**src/rtl/inst_fetch.sv**
```systemverilog
// inst_fetch: fetches 2-byte instructions (opcode, operand) from synchronous
// program memory and presents them to decode/execute with a valid/ready
// handshake. Owns the PC and applies jump redirects from execute.
module inst_fetch #(
  parameter int unsigned ADDR_W   = 8,
  parameter int unsigned RESET_PC = 0
) (
  input  logic              _iClk,
  input  logic              _iReset_n,
  output logic [ADDR_W-1:0] _oMemAddr,
  output logic              _oMemRd,
  input  logic [7:0]        _iMemData,
  output logic [7:0]        _oInst,
  output logic [7:0]        _oOperand,
  output logic [ADDR_W-1:0] _oPC,
  output logic              _oInstValid,
  input  logic              _iInstReady,
  input  logic              _iJump,
  input  logic [ADDR_W-1:0] _iJumpAddr
);

  localparam int unsigned DataW = 8;
  localparam logic [ADDR_W-1:0] ResetPc = ADDR_W'(RESET_PC);

  // One state per cycle: opcode request, operand request, operand landing, present.
  typedef enum logic [1:0] {
    S_OP_REQ   = 2'd0,
    S_ARG_REQ  = 2'd1,
    S_ARG_WAIT = 2'd2,
    S_VALID    = 2'd3
  } state_t;

  state_t            state;
  state_t            nextState;
  logic [ADDR_W-1:0] pc;
  logic [ADDR_W-1:0] nextPc;
  logic              started;
  logic [DataW-1:0]  inst;
  logic [DataW-1:0]  nextInst;
  logic [DataW-1:0]  operand;
  logic [DataW-1:0]  nextOperand;
  logic [ADDR_W-1:0] memAddr;
  logic [ADDR_W-1:0] nextMemAddr;
  logic              memRd;
  logic              nextMemRd;
  logic              instValid;
  logic              nextInstValid;

  // Next phase, PC and datapath loads; outputs are decoded from the phase being
  // entered so that every output comes straight from a flop.
  // The first edge after reset release re-enters S_OP_REQ so the read strobe
  // (held low in reset) is raised for a full S_OP_REQ cycle.
  always_comb begin
    nextState     = state;
    nextPc        = pc;
    nextInst      = inst;
    nextOperand   = operand;
    nextMemAddr   = memAddr;
    nextMemRd     = 1'b0;
    nextInstValid = 1'b0;

    if (_iJump) begin
      // Jump has top priority in every phase; in-flight read data is dropped.
      nextState = S_OP_REQ;
      nextPc    = _iJumpAddr;
    end else if (!started) begin
      nextState = S_OP_REQ;
    end else begin
      case (state)
        S_OP_REQ: begin
          nextState = S_ARG_REQ;
        end
        S_ARG_REQ: begin
          nextState = S_ARG_WAIT;
          nextInst  = _iMemData;
        end
        S_ARG_WAIT: begin
          nextState   = S_VALID;
          nextOperand = _iMemData;
        end
        S_VALID: begin
          if (_iInstReady) begin
            nextState = S_OP_REQ;
            nextPc    = pc + ADDR_W'(2);
          end
        end
        default: begin
          nextState = S_OP_REQ;
        end
      endcase
    end

    case (nextState)
      S_OP_REQ: begin
        nextMemRd   = 1'b1;
        nextMemAddr = nextPc;
      end
      S_ARG_REQ: begin
        nextMemRd   = 1'b1;
        nextMemAddr = nextPc + ADDR_W'(1);
      end
      S_VALID: begin
        nextInstValid = 1'b1;
      end
      default: begin
        nextMemRd = 1'b0;
      end
    endcase
  end

  // Phase, PC, instruction registers and all outputs advance together.
  always_ff @(posedge _iClk or negedge _iReset_n) begin
    if (!_iReset_n) begin
      state     <= S_OP_REQ;
      pc        <= ResetPc;
      started   <= 1'b0;
      inst      <= '0;
      operand   <= '0;
      memAddr   <= ResetPc;
      memRd     <= 1'b0;
      instValid <= 1'b0;
    end else begin
      state     <= nextState;
      pc        <= nextPc;
      started   <= 1'b1;
      inst      <= nextInst;
      operand   <= nextOperand;
      memAddr   <= nextMemAddr;
      memRd     <= nextMemRd;
      instValid <= nextInstValid;
    end
  end

  assign _oMemAddr   = memAddr;
  assign _oMemRd     = memRd;
  assign _oInst      = inst;
  assign _oOperand   = operand;
  assign _oPC        = pc;
  assign _oInstValid = instValid;

endmodule
```
**config.mk**
```make
export PLATFORM = sky130hd
export DESIGN_NAME = inst_fetch
export DESIGN_NICKNAME = d
export VERILOG_FILES = /design/src/rtl/inst_fetch.sv
export SDC_FILE = /design/constraint.sdc
export NUM_CORES = 1
export LEC_CHECK = 0
export ABC_CLOCK_PERIOD_IN_PS = 2300
export CORE_ASPECT_RATIO = 0.5
export CORE_MARGIN = 3
export CORE_UTILIZATION = 46
export CTS_CLUSTER_SIZE = 24
export DETAILED_ROUTE_END_ITERATION = 6
export PLACE_DENSITY = 0.81
export SLEW_MARGIN = 5
export SYNTH_ARGS = -nofsm -noshare
export SYNTH_HDL_FRONTEND = slang
export SYNTH_SLANG_ARGS = --single-unit
```
**constraint.sdc**
```tcl
create_clock -name _iClk -period 2.3 [get_ports _iClk]
set_input_delay 0.46 -clock _iClk [delete_from_list [all_inputs] [get_ports _iClk]]
set_output_delay 0.46 -clock _iClk [all_outputs]
set_load 0.05 [all_outputs]
```
# After elaboration in Yosys (flattened, before gate mapping)
# Cells that the tools add are included.
# totals
register_bits	37
output_inout_bits	34
word_cells	33
# classes
n_reduce_logical	6
muxes	11
addsub	2
bitwise_logic	1
eq_ne	5
# ops
cell	n
$mux W8	4
$pmux W8 S2	1
$add A8 B1 Y8 const B	1
$add A8 B2 Y8 const B	1
$pmux W2 S4	1
$eq A2 B2 Y1 const B	3
$mux W2	3
$reduce_and A3 Y1	2
$eq A2 B1 Y1 const B	2
$logic_not A2 Y1	2
$mux W1	2
$reduce_bool A2 Y1	1
$reduce_or A2 Y1	1
$not A1 Y1	1

# Depth between registers and ports, before layout
# depth
depth_word	7
ltp_mapped	11
mapped_depth_nobuf	10

# Least setup slack after synthesis
# Ideal clock, no wire load.
# synth_timing
kind	register -> register
from	register pc[1] (netlist: _oPC[1])
to	register memAddr[4] (netlist: _oMemAddr[4])
t_required_ps	2175
path_stages_with_launch	8
arrival_ps	2065
period_less_slack_ps	2189
slack_ps	111
setup_ps	125
cell_sequence	dfrtp_1 ha_1 inv_1 or3_1 a31oi_4 nand2_1 xnor2_1 mux2_2
# synth_between
elab_chain_cells	7
# synth_lines
item	line_no	text
from (decl)	35	logic [ADDR_W-1:0] pc;
from (signal assigned)	115	pc <= ResetPc;
from (signal assigned)	124	pc <= nextPc;
$add A8 B2 Y8	84	nextPc = pc + ADDR_W'(2);
$mux W8	82	if (_iInstReady) begin
$mux W8	69	case (state)
$mux W8	66	end else if (!started) begin
$mux W8	62	if (_iJump) begin
via nextPc[3]	36	logic [ADDR_W-1:0] nextPc;
$add A8 B1 Y8	100	nextMemAddr = nextPc + ADDR_W'(1);
$pmux W8 S2	93	case (nextState)
to (signal assigned)	119	memAddr <= ResetPc;
to (signal assigned)	128	memAddr <= nextMemAddr;
to (decl)	42	logic [ADDR_W-1:0] memAddr;
# The timed path passes the listed nets, and every way through them passes these cells.
# A chain may end at the register's enable or synchronous reset.

# Final worst setup path
# layout_timing
from	register state[1]
to	register memAddr[7] (netlist: _oMemAddr[7])
# layout_between
elab_chain_cells	6
elab_cells_between_ends	16
# layout_lines
item	line_no	text
from (decl)	33	state_t state;
from (signal assigned)	123	state <= nextState;
$eq A2 B2 Y1	69	
$mux W8	69	
$mux W8	66	
$mux W8	62	
via nextPc[4]	36	
$add A8 B1 Y8	100	
$pmux W8 S2	93	
# The timed path passes the listed nets, and every way through them passes these cells.

==> impl_metrics.ini <==
[power]
seqPwrFrac_pct = 39.4
ir_drop_v = 0.000525
switchingPower_mw = 0.797
power_density_mw_per_mm2 = 807
p_comb_share_pct = 39.8
clockPowerShare_pct = 20.8
swShare_pct = 38.5
finalPower_mw = 2.07
p_int_mw = 1.27
p_leak_nw = 1.06

[finish]
finalNonFillerCells = 275
diodes = 0
nets = 245
area_growth_pct = 46.0
final_common_cell = clkdlybuf4s50_1
nFillCells = 250
final_cell_area_mm2 = 0.00257
finish.utilization_pct = 72.4
drive_above_1_share_pct = 26.3
final_cell_mix = 50 x clkdlybuf4s50_1, 36 x dfrtp_1, 19 x buf_4, 18 x mux2_2, 16 x nand2_1

[setup_path]
worst-setup-path-type = reg2reg
crit_path_end_kind = flip-flop
cpMaxStageDelayCell = dfrtp_2
start_kind = flip-flop
cp.required_ns = 2.46
slowest_delay_ns = 0.46
reg2regPathDepth = 7
arrival_ns = 2.23
crit_path_max_fanout = 8
path_cells = nand4_4, buf_4, or3_4, a31oi_4, nand3_2, o311ai_2, nand3_1

[sta]
slew_headroom_pct = 45.4
period_needed_ns = 2.06
fin_skew_ns = 0.0103
max_freq_mhz = 484
rsz0062_at_grt = false
maxSlewViolCount = 0
whs_ns = 0.265
setup_violations = 0
worst_slack_ns = 0.235
hold_violations = 0
period_share_pct = 89.8
tns_ns = 0
worst_pin_slew_ns = 0.818

[routing]
wl_per_cell_um = 14.2
topRoutingLayerUsed = met4
drtIter0Drc = 18
viasPerCell = 5.09
drt_first_pass_iters = 4
wl_met1_mm = 1.66
wl_met2_mm = 1.95
route.detailed.drc = 0
dr_wl_met3_um = 245
vias = 1400
routed_wl_mm = 3.91
ant_nets = 0

[yosys]
synthArstFlopShare_pct = 100
yosys-top-cells-area = dfrtp_1 53%, mux2_2 12%, xnor2_1 3.5%
synth-xor-area-share_pct = 3.99
synth_nets = 171
synth_top_family_by_area = simple AND/OR/NAND/NOR gates
synth_cells = 149
seq_area_frac_synth_pct = 52.7
yosysTopAreaCellShare_pct = 52.7
synth_top_area_cell = dfrtp_1
synth_compound_area_share_pct = 10.0
yosys.area_share.adder_pct = 1.42
yosys.area_share.simple_pct = 15.9
post_synth_instance_area_mm2 = 0.00176
yosys_most_used_dff = dfrtp_1
yosys_warnings = 0
avgSynthCellArea_um2 = 11.8
synth_edf_count = 0
synthMuxAreaShare_pct = 12.7
ys_seq_elements = 37
synth_cell_types = 43

[outcome]
status = complete, no violations

[global_routing]
antenna_found_initial = 0
grt_first_pass_wirelength_mm = 6.93
grt_max_degree = 38
grt.overflow.total = 0
grtUsageTotal_pct = 19.1
grt_pass1_vias = 1527

[clocking]
numCtsBuffers = 5
htree_levels = 2
clockBufferDepth = 2
path_clk_slew_ns = 0.08
cts_hold_buf = 0
root_buffer = clkbuf_8
clock_sinks = 37
cts_tree = yes
clk_latency_ns = 0.28
cts_setup_buffers = 0

[floorplan]
fp.dieArea_mm2 = 0.00464
die_h_um = 49.7
io-pin-count = 54
dieWidth_um = 93.4
rows = 15
core_region_area_mm2 = 0.00355
start_util_pct = 49.6

[place]
dp.cells = 267
port_buffers = 53
place_ws_ns = -0.327
dp_hpwl_mm = 2.90
post_dp_cell_area_mm2 = 0.00246
gp_congestion = 0.795

[min_path]
hold_path_class = in2async

[job]
cap_viol_max_count = 0
[path summary, 6_finish.rpt]
path	start	to	slack [ns]
max in group asynchronous	_iReset_n	state[1]$_DFF_PN0_	1.47
max	state[1]$_DFF_PN0_	_oMemAddr[7]$_DFFE_PN0P_	0.24
max reg2reg	state[1]$_DFF_PN0_	_oMemAddr[7]$_DFFE_PN0P_	0.24
min reg2reg	_oMemAddr[7]$_DFFE_PN0P_	_oMemAddr[7]$_DFFE_PN0P_	0.49
min	_iReset_n	_oMemAddr[6]$_DFFE_PN0P_	0.26
min in group _iClk	_oMemAddr[7]$_DFFE_PN0P_	_oMemAddr[7]$_DFFE_PN0P_	0.49
[power by group through the flow]
stage	clock network, mW	registers [mW]	logic, mW
after CTS	0.450	0.816	0.829
after detailed placement	0	0.827	0.823
after floorplan	0	1.18	0.158
after global routing	0.482	0.831	0.866
final	0.431	0.816	0.824
after global placement	0	0.824	0.815
[flip-flops by register name, indices dropped and copies added (netlist names)]
signal / flops
_oInst: 8
_oMemAddr: 8
_oOperand: 8
_oPC: 8
state: 2
_oInstValid: 1
_oMemRd: 1
started: 1
[final cells by class]
class	count	area (um2)	area share, %
clock buffers	6	72.6	2.83
clock inverters	2	10.0	0.390
inverters	6	22.5	0.877
multi-input cells	101	798	31.1
flip-flops and latches	37	927	36.1
well taps	51	63.8	2.49
repair buffers	72	673	26.2
[kinds of logic after synthesis]
family	count (synthesis)
buf+inv	11
simple gates	48
fa+ha+maj	2
other cells	1
compound gates	22
xor+xnor	8
flops	37
mux	20
[critical path: cells and delay by family, from the launching register on]
family          cells  cell delay, ns
flops               1            0.46
simple gates        4            0.74
buf+inv             1            0.19
compound gates      2            0.55
[cell usage after synthesis, drive strengths merged, types with 2 or more instances]
master  instances
dfrtp          37
ha              2
nand2          16
nand4           2
xnor2           7
a211oi          2
a21oi           2
o21ai           8
or3             2
mux2           18
nor3            3
mux2i           2
nand4b          2
clkbuf          2
a31oi           3
nand2b          2
o21a            2
buf             3
nand3           4
nor2           10
inv             5
[routing by layer]
| metal | vias up | GRT usage (%) |
|---|---|---|
| li1 | 673 | - |
| met4 | 0 | 7.06 |
| met1 | 684 | 22.9 |
| met3 | 6 | 6.55 |
| met5 | - | 0 |
| met2 | 37 | 31.8 |
[timing repair]
| action | in CTS | in global routing |
|---|---|---|
| setup endpoints to repair | 2 | 3 |
| endpoints found under the hold margin | 0 | 0 |
| gates resized for setup | 2 | 4 |
| pin swaps | 0 | 1 |
| cloned | 0 | 0 |
Note: power is estimated with default switching activity, not from simulation.
